===== src/rtl/dbg_uart_loader.sv =====
`default_nettype none
// ============================================================================
// dbg_uart_loader : UART command frames -> SoC debug memory port host
// Revision: 1.0
// ============================================================================
module dbg_uart_loader #(
  parameter int unsigned MEM_CYCLES       = 4,
  parameter int unsigned RX_TIMEOUT       = 100000,
  parameter bit          HOLD_AFTER_RESET = 1'b1
) (
  input  logic        clk,
  input  logic        reset,
  input  logic [7:0]  rx_data,
  input  logic        rx_valid,
  output logic [7:0]  tx_data,
  output logic        tx_valid,
  input  logic        tx_ready,
  output logic        dbg_mem_op,
  output logic [3:0]  dbg_wren,
  output logic [31:0] dbg_adr,
  output logic [31:0] dbg_do,
  input  logic [31:0] dbg_di,
  output logic        cpu_n_reset
);

  localparam logic [7:0] c_cmd_w   = 8'h57;
  localparam logic [7:0] c_cmd_r   = 8'h52;
  localparam logic [7:0] c_cmd_h   = 8'h48;
  localparam logic [7:0] c_cmd_g   = 8'h47;
  localparam logic [7:0] c_rsp_k   = 8'h4B;
  localparam logic [7:0] c_rsp_err = 8'h45;
  localparam logic [7:0] c_rsp_unk = 8'h3F;

  localparam int unsigned     TO_W       = $clog2(RX_TIMEOUT + 1);
  localparam logic [TO_W-1:0] c_to_last  = TO_W'(RX_TIMEOUT - 1);
  localparam logic [7:0]      c_mem_last = 8'(MEM_CYCLES - 1);

  typedef enum logic [2:0] {
    S_IDLE   = 3'd0,
    S_ADDR   = 3'd1,
    S_DATA   = 3'd2,
    S_ACCESS = 3'd3,
    S_RESP   = 3'd4
  } state_t;

  state_t          state_q, state_d;
  logic [1:0]      cnt_q, cnt_d;
  logic            is_w_q, is_w_d;
  logic [31:0]     adr_q, adr_d;
  logic [31:0]     do_q, do_d;
  logic [31:0]     resp_q, resp_d;
  logic [1:0]      idx_q, idx_d;
  logic [1:0]      last_q, last_d;
  logic [7:0]      mem_cnt_q, mem_cnt_d;
  logic            mem_op_q, mem_op_d;
  logic [3:0]      wren_q, wren_d;
  logic [TO_W-1:0] to_q, to_d;
  logic            tx_valid_q, tx_valid_d;
  logic [7:0]      tx_data_q, tx_data_d;
  logic            cpu_n_reset_q, cpu_n_reset_d;
  logic            w_frame_done;
  logic [1:0]      w_next_idx;

  always_comb begin
    state_d       = state_q;
    cnt_d         = cnt_q;
    is_w_d        = is_w_q;
    adr_d         = adr_q;
    do_d          = do_q;
    resp_d        = resp_q;
    idx_d         = idx_q;
    last_d        = last_q;
    mem_cnt_d     = mem_cnt_q;
    mem_op_d      = mem_op_q;
    wren_d        = wren_q;
    to_d          = to_q;
    tx_valid_d    = tx_valid_q;
    tx_data_d     = tx_data_q;
    cpu_n_reset_d = cpu_n_reset_q;
    w_frame_done  = 1'b0;
    w_next_idx    = idx_q + 2'd1;

    case (state_q)
      S_IDLE: begin
        if (rx_valid) begin
          cnt_d   = 2'd0;
          to_d    = '0;
          idx_d   = 2'd0;
          last_d  = 2'd0;
          resp_d  = {24'h0, c_rsp_k};
          state_d = S_RESP;
          case (rx_data)
            c_cmd_w: begin is_w_d = 1'b1; state_d = S_ADDR; end
            c_cmd_r: begin is_w_d = 1'b0; state_d = S_ADDR; end
            c_cmd_h: cpu_n_reset_d = 1'b0;
            c_cmd_g: cpu_n_reset_d = 1'b1;
            default: resp_d = {24'h0, c_rsp_unk};
          endcase
        end
      end

      // Each byte lands directly in its lane; a byte beats a same-cycle timeout.
      S_ADDR, S_DATA: begin
        if (rx_valid) begin
          to_d  = '0;
          cnt_d = cnt_q + 2'd1;
          if (state_q == S_ADDR) begin
            adr_d[{cnt_q, 3'b000} +: 8] = rx_data;
          end else begin
            do_d[{cnt_q, 3'b000} +: 8] = rx_data;
          end
          if (cnt_q == 2'd3) begin
            if (state_q == S_ADDR && is_w_q) begin
              state_d = S_DATA;
            end else begin
              w_frame_done = 1'b1;
            end
          end
        end else if (to_q == c_to_last) begin
          state_d = S_IDLE;
        end else begin
          to_d = to_q + TO_W'(1);
        end
      end

      S_ACCESS: begin
        if (mem_cnt_q == c_mem_last) begin
          mem_op_d = 1'b0;
          wren_d   = 4'h0;
          state_d  = S_RESP;
          if (is_w_q) begin
            resp_d = {24'h0, c_rsp_k};
          end else begin
            resp_d = dbg_di;
            last_d = 2'd3;
          end
        end else begin
          mem_cnt_d = mem_cnt_q + 8'd1;
        end
      end

      // tx_valid low inside RESP only on the entry cycle.
      S_RESP: begin
        if (!tx_valid_q) begin
          tx_valid_d = 1'b1;
          tx_data_d  = resp_q[{idx_q, 3'b000} +: 8];
        end else if (tx_ready) begin
          if (idx_q == last_q) begin
            tx_valid_d = 1'b0;
            state_d    = S_IDLE;
          end else begin
            idx_d     = w_next_idx;
            tx_data_d = resp_q[{w_next_idx, 3'b000} +: 8];
          end
        end
      end

      default: state_d = S_IDLE;
    endcase

    // A running CPU owns the bus, so a complete W/R frame only earns an error.
    if (w_frame_done) begin
      mem_cnt_d = 8'd0;
      idx_d     = 2'd0;
      last_d    = 2'd0;
      if (cpu_n_reset_q) begin
        resp_d  = {24'h0, c_rsp_err};
        state_d = S_RESP;
      end else begin
        state_d  = S_ACCESS;
        mem_op_d = 1'b1;
        wren_d   = is_w_q ? 4'hF : 4'h0;
      end
    end
  end

  always_ff @(posedge clk) begin
    if (reset) begin
      state_q       <= S_IDLE;
      cnt_q         <= 2'd0;
      is_w_q        <= 1'b0;
      adr_q         <= 32'h0;
      do_q          <= 32'h0;
      resp_q        <= 32'h0;
      idx_q         <= 2'd0;
      last_q        <= 2'd0;
      mem_cnt_q     <= 8'd0;
      mem_op_q      <= 1'b0;
      wren_q        <= 4'h0;
      to_q          <= '0;
      tx_valid_q    <= 1'b0;
      tx_data_q     <= 8'h0;
      cpu_n_reset_q <= ~HOLD_AFTER_RESET;
    end else begin
      state_q       <= state_d;
      cnt_q         <= cnt_d;
      is_w_q        <= is_w_d;
      adr_q         <= adr_d;
      do_q          <= do_d;
      resp_q        <= resp_d;
      idx_q         <= idx_d;
      last_q        <= last_d;
      mem_cnt_q     <= mem_cnt_d;
      mem_op_q      <= mem_op_d;
      wren_q        <= wren_d;
      to_q          <= to_d;
      tx_valid_q    <= tx_valid_d;
      tx_data_q     <= tx_data_d;
      cpu_n_reset_q <= cpu_n_reset_d;
    end
  end

  assign tx_data     = tx_data_q;
  assign tx_valid    = tx_valid_q;
  assign dbg_mem_op  = mem_op_q;
  assign dbg_wren    = wren_q;
  assign dbg_adr     = adr_q;
  assign dbg_do      = do_q;
  assign cpu_n_reset = cpu_n_reset_q;

endmodule
`default_nettype wire

===== config.mk =====
export PLATFORM = sky130hd
export DESIGN_NAME = dbg_uart_loader
export DESIGN_NICKNAME = d
export VERILOG_FILES = /design/src/rtl/dbg_uart_loader.sv
export SDC_FILE = /design/constraint.sdc
export NUM_CORES = 1
export LEC_CHECK = 0
export ABC_AREA = 1
export CORE_AREA = 2 2 154 156
export CTS_BUF_LIST = sky130_fd_sc_hd__clkbuf_4 sky130_fd_sc_hd__clkbuf_8 sky130_fd_sc_hd__clkbuf_16
export DETAILED_ROUTE_END_ITERATION = 12
export DIE_AREA = 0 0 156 158
export DONT_BUFFER_PORTS = 1
export PLACE_DENSITY = 0.45
export SYNTH_ARGS = -nofsm -noshare
export SYNTH_HDL_FRONTEND = slang
export SYNTH_SLANG_ARGS = --single-unit

===== constraint.sdc =====
create_clock -name clk -period 2.35 [get_ports clk]
set_input_delay 0.1175 -clock clk [delete_from_list [all_inputs] [get_ports clk]]
set_output_delay 0.1175 -clock clk [all_outputs]
set_load 0.1 [all_outputs]

Word level (Yosys, flattened, before mapping) --
Cells that the tools add are included.
Storage, ports and cells: input port bits 44, register bits after elaboration 146
Operators by class: reduce and logical (&&, ||, !) cells 22, bitwise gates (word level) 2, add/sub/neg operators 5, eq/ne operators 30, shifts and indexed selects 4, mux-type cells 57
Operator list (count):
- two-way mux 32 bit | 5
- bitwise mux 32 bit | 2
- case mux 32 bit (2 select lines) | 1
- indexed part select 32 x 6 -> 8 bit | 2
- two-way mux 17 bit | 3
- two-way mux 3 bit | 12
- case mux 17 bit (2 select lines) | 1
- == test 8 x 7 -> 1 bit, second input constant | 4
- variable shift 8 x 7 -> 32 bit, first input constant | 1
- indexed part select 8 x 7 -> 32 bit | 1
- two-way mux 8 bit | 3
- AND reduction 3 bit | 7
- two-way mux 4 bit | 5
- inequality test 2 bit, second input constant | 9
- inequality test 3 bit, second input constant | 6
- adder 17 x 1 -> 17 bit, second input constant | 1
- == test 17 bit, second input constant | 1
- two-way mux 2 bit | 7
- inequality test 4 bit, second input constant | 3
- case mux 2 bit (2 select lines) | 3
- case mux 3 bit (4 select lines) | 1
- two-way mux 1 bit | 11
- nonzero test 2 bit | 5
- adder 8 x 1 -> 8 bit, second input constant | 1
- other kinds (19) | 25

Logic depth before layout (Yosys ltp) --
Gate-level depths: netlist of the first run.
word-level depth 8, depth in mapped cells 12, mapped depth without buffers 12

Least setup slack after synthesis of the first run --
No wires, ideal clock.
kind register to register, start register cnt_q[0], end register do_q[19] (netlist: dbg_do[19]), clock period less this slack 2060 ps, data arrival time 1995 ps, setup time 65 ps, data required time 2285 ps, slack 290 ps, cell stages (with the launch flop) 11, path through dfxtp_1 -> clkbuf_1 -> inv_1 -> ha_1 -> buf_2 -> inv_2 -> nor2_1 -> inv_1 -> nor3_1 -> o21ai_0 -> nor2_1
On the way: word-level cells in the longest chain between the ends 3, elaborated cells between the ends (all ways) 4, classes of those cells 1 x add/sub; 2 x shift; 1 x mux
RTL lines:
- start, declared | line 47 | logic [1:0] cnt_q, cnt_d;
- start signal, assigned | line 196 | cnt_q <= cnt_d;
- negation 5 -> 7 bit * | line 110 | do_d[{cnt_q, 3'b000} +: 8] = rx_data;
- indexed part select 8 x 7 -> 32 bit / variable shift 8 x 7 -> 32 bit (equally long branches) | line 110
- bitwise mux 32 bit * | line 110
- end signal, assigned | line 199 | do_q <= do_d;
- end, declared | line 50 | logic [31:0] do_q, do_d;
Every way passes the cells marked *; elsewhere a longest branch is shown, timed or not. A chain may end at the register's enable or synchronous reset.

Worst setup path after layout of the first run --
start register mem_cnt_q[0], end register resp_q[22]
On the way: word-level cells in the longest chain between the ends 5
RTL lines:
- start, declared | line 54 | logic [7:0] mem_cnt_q, mem_cnt_d;
- start signal, assigned | line 203 | mem_cnt_q <= mem_cnt_d;
- == test 8 x 2 -> 1 bit * | line 127 | if (mem_cnt_q == c_mem_last) begin
- two-way mux 32 bit * | line 127
- case mux 32 bit (2 select lines) * | line 83 | case (state_q)
- two-way mux 32 bit | line 166 | if (cpu_n_reset_q) begin
- two-way mux 32 bit * | line 162 | if (w_frame_done) begin
- end signal, assigned | line 200 | resp_q <= resp_d;
- end, declared | line 51 | logic [31:0] resp_q, resp_d;
Marked as above.

==> flow_summary_export.csv, run 1 <==
group,metric,value,unit
setup_path,critical_path_class,"flip-flop to flip-flop",
synth,synth.distinct_cells,43,
synth,synth_warnings,0,
setup_path,crit_arrival,2320,ps
synth,yosys-top-cells-count,"215 x nand2_1, 157 x nor2_1, 145 x dfxtp_1",
clocking,clk_latency,430,ps
global_routing,antenna_found_initial,0,
sta,fin_crit,1970,ps
clocking,cts_tree,"done",
placed_design,pre_cts_slack,392,ps
placed_design,place_area,7630,um2
global_routing,grt_pass1_vias,6124,
synth,synth_area,6790,um2
global_routing,grt_use_total,16.8,%
detailed_routing,drtPass1Iterations,5,
sta,rsz0062_at_grt,"false",
clocking,cts.path.max_buffers,2,
clocking,cts_root_buf,"clkbuf_16",
clocking,cts_resized,0,
synth,yosysSeqAreaShare,42.7,%
setup_path,worst-path-max-fanout,27,
global_routing,grt_pass1_wl,32500,um
clocking,htree_levels,4,
flow_run,drv_cap,0,
power,leakagePower,3.46,nW
cells_and_area,ff_latch_area,2900,um2
placed_design,dpl.hpwl,15100,um
status,status,"finished clean",
sta,max_freq,0.508,GHz
floorplan,die_x,156,um
sta,final.setup.tns,0,ps
setup_path,worstPathRequired,2700,ps
floorplan,dieArea,24600,um2
worst_hold_path,hold_class,"input pin to flip-flop",
detailed_routing,dr_total_vias,6427,
synth,synth.avg_cell_area,6.96,um2
synth,async_flop_share,0,%
sta,fin_crit_sh,83.7,%
setup_path,cp-start-kind,"flip-flop",
setup_path,crit_chain,"ha_1 -> nand2_1 -> nor2_1 -> nand3_2 -> nor2_4 -> buf_4 -> a22oi_1 -> nor2_1",
sta,hold_viol,0,
setup_path,crit_family,"simple AND/OR/NAND/NOR gates",
setup_path,slowest_delay,370,ps
placed_design,globalplace.congestion,0.851,
detailed_routing,drc,0,
clocking,cts_setup_buffers,0,
clocking,cts_inserted_buffers,17,
placed_design,port_buffers,0,
synth,syn_nets,1027,
sta,worst_pin_slew,584,ps
clocking,cts_hold_buf,36,
detailed_routing,viasPerCell,4.62,
setup_path,crit_buf_inv,1,
detailed_routing,drt-total-wl,20500,um
synth,synth_most_common_cell,"nand2_1",
floorplan,io_pins,123,
synth,netlist.area_leader.share,42.7,%
cells_and_area,areaGrowthSynthToFinish,26.4,%
power,power_density,1000,nW/um2
setup_path,slowest_stage,"dfxtp_1",
cells_and_area,fin_nets,1139,
cells_and_area,num_antenna_cells,0,
clocking,cts_sinks,145,
floorplan,core-area,23100,um2
synth,synth_top_area_cell,"dfxtp_1",
cells_and_area,layout-drive-gt1-share,16.8,%
global_routing,grt_max_degree,39,
power,total_power,8.61,mW
floorplan,rows,56,
detailed_routing,antenna_left,0,
sta,relSlewSlack,60.9,%
synth,ys_seq_elements,145,
setup_path,end_kind,"flip-flop",
detailed_routing,drt-initial-drc-count,335,
cells_and_area,multi_input_area,3280,um2
setup_path,path_common_cell,"nor2_1",
cells_and_area,fillers,2440,
sta,clock_skew,11.2,ps
synth,synth_edf_count,0,
power,ir_drop,0.000520,V
sta,setup_slack,383,ps
cells_and_area,final_area,8580,um2
global_routing,gr-total-overflow,0,
synth,synthTopCellsByArea,"dfxtp_1 43%, nand2_1 12%, nor2_1 8.7%",
clocking,path_clk_slew,70,ps
sta,drv_slew,0,
synth,syn_inst,976,
floorplan,die_h,158,um
synth,ys.flop_type,"dfxtp_1",
detailed_routing,post_drt_wl_per_cell,14.7,um
floorplan,initial_core_util,29.5,%
sta,setup_viol,0,
per-stage QoR:
step                      hold WS, ps  util, %  cells
final                            28.7     37.2   1391
after global routing             36.5     37.2   1391
after CTS                        10.3     37.2   1391
after detailed placement          193     33.1   1323
after global placement            194     33.1   1323
after floorplan                   264        -    976
final cells by class:
class                   instances  share of cell area, %
clock buffers                  18                   5.04
clock inverters                14                   1.69
inverters                     109                   4.77
multi-input cells             689                   38.3
flip-flops and latches        145                   33.8
well taps                     290                   4.23
repair buffers                126                   12.2
cells in the final DEF (no fill, tap or decap), drive strengths merged, types with 5 or more instances in the layout:
cell type and instances:
ha 7, o21ai 94, nor2 169, a22oi 8, nand4 13, dlygate4sd3 35
clkbuf 18, inv 115, nor3 14, buf 91, nand3 46, nand2 229
clkinv 5, a21oi 89, dfxtp 145
sequential cells by signal (all words and copies together), names as in the netlist, 2 cells and up:
register	count
cnt_q	2
dbg_adr	32
dbg_do	32
dbg_wren	4
idx_q	2
mem_cnt_q	8
resp_q	32
state_q	3
to_q	17
tx_data	8
where the power goes:
group	internal (mW)	switching, mW	leakage, nW
Sequential	2.66	0.116	1.17
Combinational	0.767	2.38	2.01
Clock	1.50	1.18	0.281
Total	4.93	3.68	3.46
layer usage:
metal	up-vias	track usage, %	wire (um)
met5	-	0	0
met4	0	4.19	181
met3	17	5.56	1380
met2	138	27.3	9510
met1	2902	21.5	9410
li1	3370	-	-
final timing paths:
path | slack [ps] | cells after the start | end | startpoint
max | 380 | 8 | resp_q[22] | mem_cnt_q[0]
min | 30 | 4 | dbg_adr[29] | rx_data[5]
max reg2reg | 380 | 8 | resp_q[22] | mem_cnt_q[0]
min reg2reg | 460 | 2 | resp_q[19] | resp_q[19]
worst register-to-register path, delay by kind of cell (launching register included):
kind	cells	cell delay (ps)
AOI/OAI and AO/OA	1	150
adders and majority gates	1	210
buffers and inverters	1	310
DFF	1	370
and+or+nand+nor	5	860
cells by family (layout without fill, tap and decap cells):
kind of cell               after synthesis  count (layout)  synth area share [%]
AOI/OAI and AO/OA                      201             201                  16.1
xor gates and xnor gates                 4               4                 0.627
adders and majority gates                7               7                  1.29
buffers and inverters                  142             267                  8.88
DFF                                    145             145                  42.7
and+or+nand+nor                        477             477                  30.4
(Power assumes the default switching activity.)
==> run 2: changes to the inputs <==
clock period = 2 ns   (was 2.35 ns; I/O delays follow)
==> run 2 against run 1 <==
Effect of this change:
- flip-flop and latch count did not move
- first-iteration DRC count rose by 2.1%
- worst hold slack got worse by 12 ps
- via count rose by 0.73%
- non-clock buffer count rose by 11
- routed wire length fell by 1.8%
- count of clock-buffer cells in the layout rose by 2
- critical path depth fell by 1
==> flow_summary_export.csv, run 2 (synthesis gave the netlist of run 1 again) <==
group,metric,value,unit
power,total_power,10.3,mW
floorplan,dieArea,24600,um2
clocking,path_clk_slew,60,ps
placed_design,port_buffers,0,
flow_run,drv_cap,0,
cells_and_area,fin_nets,1150,
floorplan,rows,56,
sta,setup_viol,0,
setup_path,path_depth,7,
setup_path,slowest_stage,"dfxtp_1",
setup_path,worstPathRequired,2350,ps
sta,drv_slew,0,
detailed_routing,drt-initial-drc-count,342,
setup_path,worstReg2RegStart,"cnt_q[0]",
global_routing,gr-total-overflow,0,
detailed_routing,post_drt_wl_per_cell,14.3,um
worst_hold_path,hold_class,"input pin to flip-flop",
sta,rsz0062_at_grt,"false",
power,power_density,1180,nW/um2
setup_path,slowest_delay,390,ps
global_routing,antenna_found_initial,0,
sta,max_freq,0.570,GHz
clocking,cts_setup_buffers,0,
detailed_routing,drc,0,
setup_path,path_common_cell,"inv_1",
setup_path,worst-path-max-fanout,7,
floorplan,die_x,156,um
clocking,cts_sinks,145,
setup_path,critical_path_class,"flip-flop to flip-flop",
sta,clock_skew,14.5,ps
clocking,cts_root_buf,"clkbuf_16",
clocking,clk_latency,430,ps
sta,hold_viol,0,
detailed_routing,antenna_left,0,
detailed_routing,drtPass1Iterations,4,
clocking,cts_tree,"done",
sta,relSlewSlack,69.3,%
floorplan,io_pins,123,
sta,final.setup.tns,0,ps
floorplan,core-area,23100,um2
floorplan,initial_core_util,29.5,%
setup_path,end_kind,"flip-flop",
sta,fin_crit,1750,ps
global_routing,grt_pass1_vias,6044,
floorplan,die_h,158,um
power,leakagePower,3.54,nW
power,ir_drop,0.000529,V
sta,fin_crit_sh,87.6,%
worst_hold_path,min_to,"dbg_adr[4]",
setup_path,r2r-end,"dbg_do[5]",
setup_path,crit_buf_inv,2,
global_routing,grt_pass1_wl,32000,um
sta,worst_pin_slew,460,ps
detailed_routing,viasPerCell,4.62,
worst_hold_path,hold_depth,4,
setup_path,rrSetupSlack,250,ps
global_routing,grt_use_total,16.5,%
status,status,"finished clean",
placed_design,dpl.hpwl,14800,um
cells_and_area,final_cell_mix,"215 x nand2_1, 157 x nor2_1, 144 x dfxtp_1",
setup_path,crit_arrival,2110,ps
worst_hold_path,min_from,"rx_data[4]",
detailed_routing,drt-total-wl,20100,um
cells_and_area,num_antenna_cells,0,
setup_path,crit_chain,"inv_1 -> ha_1 -> nor3_1 -> inv_1 -> nor2_1 -> nand2_1 -> a21oi_1",
clocking,htree_levels,4,
cells_and_area,areaGrowthSynthToFinish,28.8,%
setup_path,crit_family,"simple AND/OR/NAND/NOR gates",
setup_path,ff2ff_path_depth,7,
clocking,cts.path.max_buffers,2,
setup_path,cp-start-kind,"flip-flop",
global_routing,grt_max_degree,49,
placed_design,globalplace.congestion,0.831,
clocking,cts_inserted_buffers,17,
cells_and_area,layout-drive-gt1-share,17.8,%
cells_and_area,layout_commonest_cell,"nand2_1",
detailed_routing,dr_total_vias,6474,
## run 2: cell count changes in the layout (fill, tap and decap cells not counted), sizes merged
cell / previous run / this run
buf: 91 / 102
clkbuf: 18 / 20
clkinv: 5 / 3
inv: 115 / 113
bufinv: 1 / 2
clkinvlp: 2 / 3
## run 2: routing by layer
metal / GRT usage, % / share of wire, %
met5: 0 / 0
met2: 26.4 / 46
met1: 20.8 / 46
met4: 4.11 / 0.91
met3: 6.65 / 7.6
## run 2: repair_timing
action                                  4_1_cts  5_1_grt
resized for setup                             0        1
endpoints found under the hold margin        80        0
hold buffers                                 36        0
endpoints found under the setup margin        0        1
## run 2: worst register-to-register path, cell delays in order, from the launching register on
cell	delay (ps)
dfxtp_1	390
inv_1	120
ha_1	350
nor3_1	280
inv_1	200
nor2_1	170
nand2_1	70
a21oi_1	110
## run 2: area by class of cell
type                       instances  area, um2
clock buffer                      20        460
clock inverter                    12        144
fill                            2443      14300
inverter                         109        409
multi-input combinational        689       3290
sequential                       145       2900
tap                              290        363
timing repair buffer             137       1180
## run 2: worst max path at each step
stage / start / end / slack (ps)
4_1_cts: cnt_q[0] / dbg_do[5] / 210
3_3_place_gp: state_q[0] / dbg_adr[31] / 270
2_1_floorplan: cnt_q[0] / dbg_do[19] / 70
5_1_grt: state_q[0] / dbg_adr[24] / 40
3_5_place_dp: cnt_q[0] / dbg_do[5] / 230
6_report: cnt_q[0] / dbg_do[5] / 250
## run 2: power by group
part           switching (mW)  internal (mW)
logic                    2.76          0.993
registers               0.155           3.13
clock network            1.34           1.94
## run 2: through the flow
step | util, % | instance area, um2 | instances | hold WS (ps) | setup WS, ps
2_1_floorplan | - | 6790 | 976 | 247 | 68.6
3_3_place_gp | 33.7 | 7770 | 1334 | 177 | 272
3_5_place_dp | 33.7 | 7770 | 1334 | 177 | 226
4_1_cts | 37.9 | 8740 | 1402 | 3.08 | 213
5_1_grt | 37.9 | 8750 | 1402 | 20.6 | 44.5
6_report | 37.9 | 8750 | 1402 | 16.7 | 247
==> run 3: changes to the inputs <==
CORE_AREA = 2 2 134 136   (was 2 2 154 156)
DIE_AREA = 0 0 136 138   (was 0 0 156 158)
PLACE_DENSITY = 0.56   (was 0.45)
==> run 3 against run 2 <==
Effect of this change:
- setup slack lost 19 ps
- register-to-register slack lost 20 ps
- count of clock-buffer cells in the layout shrank 1
- critical path type unchanged
- largest cell class unchanged
==> flow_summary_export.csv, run 3 (synthesis gave the netlist of run 1 again) <==
group,metric,value,unit
global_routing,antenna_found_initial,0,
setup_path,path_common_cell,"inv_1",
setup_path,cp-start-kind,"flip-flop",
sta,hold_viol,0,
placed_design,dp_cells,1268,
clocking,htree_levels,4,
detailed_routing,drc,0,
sta,setup_viol,0,
floorplan,io_pins,123,
sta,relSlewSlack,70.2,%
floorplan,dieArea,18800,um2
setup_path,crit_arrival,2140,ps
sta,rsz0062_at_grt,"false",
flow_run,drv_cap,0,
floorplan,die_x,136,um
setup_path,crit_chain,"inv_1 -> ha_1 -> inv_1 -> nor3_1 -> inv_1 -> nor2_1 -> o21ai_0 -> nor2_1",
global_routing,grt_pass1_wl,30700,um
placed_design,globalplace.congestion,0.865,
cells_and_area,layout_commonest_cell,"nand2_1",
clocking,cts.path.max_buffers,2,
floorplan,rows,49,
sta,max_freq,0.564,GHz
clocking,cts_setup_buffers,0,
setup_path,critical_path_class,"flip-flop to flip-flop",
floorplan,die_h,138,um
detailed_routing,wl_met2,8830,um
detailed_routing,drt-total-wl,18800,um
floorplan,core-area,17500,um2
cells_and_area,final_cell_mix,"215 x nand2_1, 157 x nor2_1, 144 x dfxtp_1",
clocking,cts_sinks,145,
clocking,cts_resized,0,
detailed_routing,viasPerCell,4.87,
sta,fin_crit_sh,88.6,%
setup_path,crit_family,"simple AND/OR/NAND/NOR gates",
power,leakagePower,3.54,nW
power,power_density,1190,nW/um2
cells_and_area,fin_nets,1146,
sta,final.setup.tns,0,ps
sta,drv_slew,0,
setup_path,worst-path-max-fanout,8,
worst_hold_path,hold_class,"input pin to flip-flop",
setup_path,worstPathRequired,2370,ps
global_routing,grt_use_total,20.4,%
clocking,cts_tree,"done",
setup_path,slowest_delay,320,ps
detailed_routing,drt-initial-drc-count,341,
floorplan,initial_core_util,38.7,%
detailed_routing,wl_met3,1260,um
detailed_routing,antenna_left,0,
cells_and_area,areaGrowthSynthToFinish,27.4,%
global_routing,grt_max_degree,39,
detailed_routing,highest_layer,"met4",
sta,fin_crit,1770,ps
cells_and_area,final_cells,1337,
global_routing,gr-total-overflow,0,
setup_path,crit_buf_inv,3,
clocking,clk_latency,430,ps
setup_path,slowest_stage,"ha_1",
detailed_routing,drtPass1Iterations,4,
status,status,"finished clean",
cells_and_area,num_antenna_cells,0,
clocking,cts_root_buf,"clkbuf_16",
clocking,path_clk_slew,60,ps
sta,worst_pin_slew,446,ps
setup_path,end_kind,"flip-flop",
power,ir_drop,0.000938,V
cells_and_area,postLayoutCoreUtil,49.4,%
global_routing,grt_pass1_vias,6195,
detailed_routing,dr_total_vias,6505,
cells_and_area,fillers,1777,
detailed_routing,post_drt_wl_per_cell,14.1,um
clocking,cts_inserted_buffers,17,
placed_design,dpl.hpwl,13500,um
detailed_routing,wl_met1,8480,um
cells_and_area,layout-drive-gt1-share,17.3,%
placed_design,port_buffers,0,
sta,clock_skew,7.95,ps
-- run 3: cell count changes in the layout (fill, tap and decap cells not counted), sizes merged, moves of 2 or more --
cell,before,now
inv,113,111
clkinv,3,7
clkinvlp,3,1
buf,102,97
-- run 3: metal layers --
layer	up-vias	GRT usage (%)
met4	0	6.20
met1	2948	26.5
met3	21	6.31
li1	3395	-
met5	-	0
met2	141	32.5
-- run 3: final timing paths --
| path | startpoint | to | slack (ps) | cells after the start |
|---|---|---|---|---|
| worst max-delay path | cnt_q[0] | dbg_do[6] | 230 | 8 |
| worst min-delay path | rx_valid | to_q[14] | 10 | 3 |
| worst max register to register | cnt_q[0] | dbg_do[6] | 230 | 8 |
| worst min register to register | resp_q[31] | resp_q[31] | 460 | 2 |
-- run 3: through the flow --
stage / hold slack, ps / power, mW / instance area, um2 / worst slack [ps]
final: 10.3 / 10.3 / 8650 / 228
after CTS: 0.104 / 10.4 / 8650 / 218
after global routing: 24.3 / 10.9 / 8650 / 5.78
after floorplan: 247 / 6.23 / 6790 / 68.6
after detailed placement: 177 / 6.93 / 7640 / 239
after global placement: 176 / 6.90 / 7640 / 306
-- run 3: area by class of cell --
type                            count  area, um2  area share [%]
Clock inverter                     13        178            2.05
Multi-Input combinational cell    689       3280            38.0
Tap cell                          229        287            3.31
Clock buffer                       19        453            5.23
Timing Repair Buffer              133       1140            13.2
Sequential cell                   145       2900            33.6
Inverter                          109        409            4.73
-- run 3: what timing repair did --
action                                  4_1_cts  5_1_grt
endpoints found under the setup margin        0        0
hold buffers                                 37        0
hold endpoints to repair                     80        0
-- run 3: worst reg2reg max path, delay by kind of cell, from the launching register on --
kind	cells	cell delay, ps
adder cells (fa/ha/maj)	1	320
buffers and inverters	3	460
AO/OA/AOI/OAI	1	110
flip-flops	1	310
AND/OR/NAND/NOR	3	520
-- run 3: power breakdown --
group	internal [mW]	switching, mW	total (mW)
Clock	2.06	1.33	3.39
Combinational	0.957	2.71	3.67
Sequential	3.13	0.150	3.28
Total	6.14	4.20	10.3
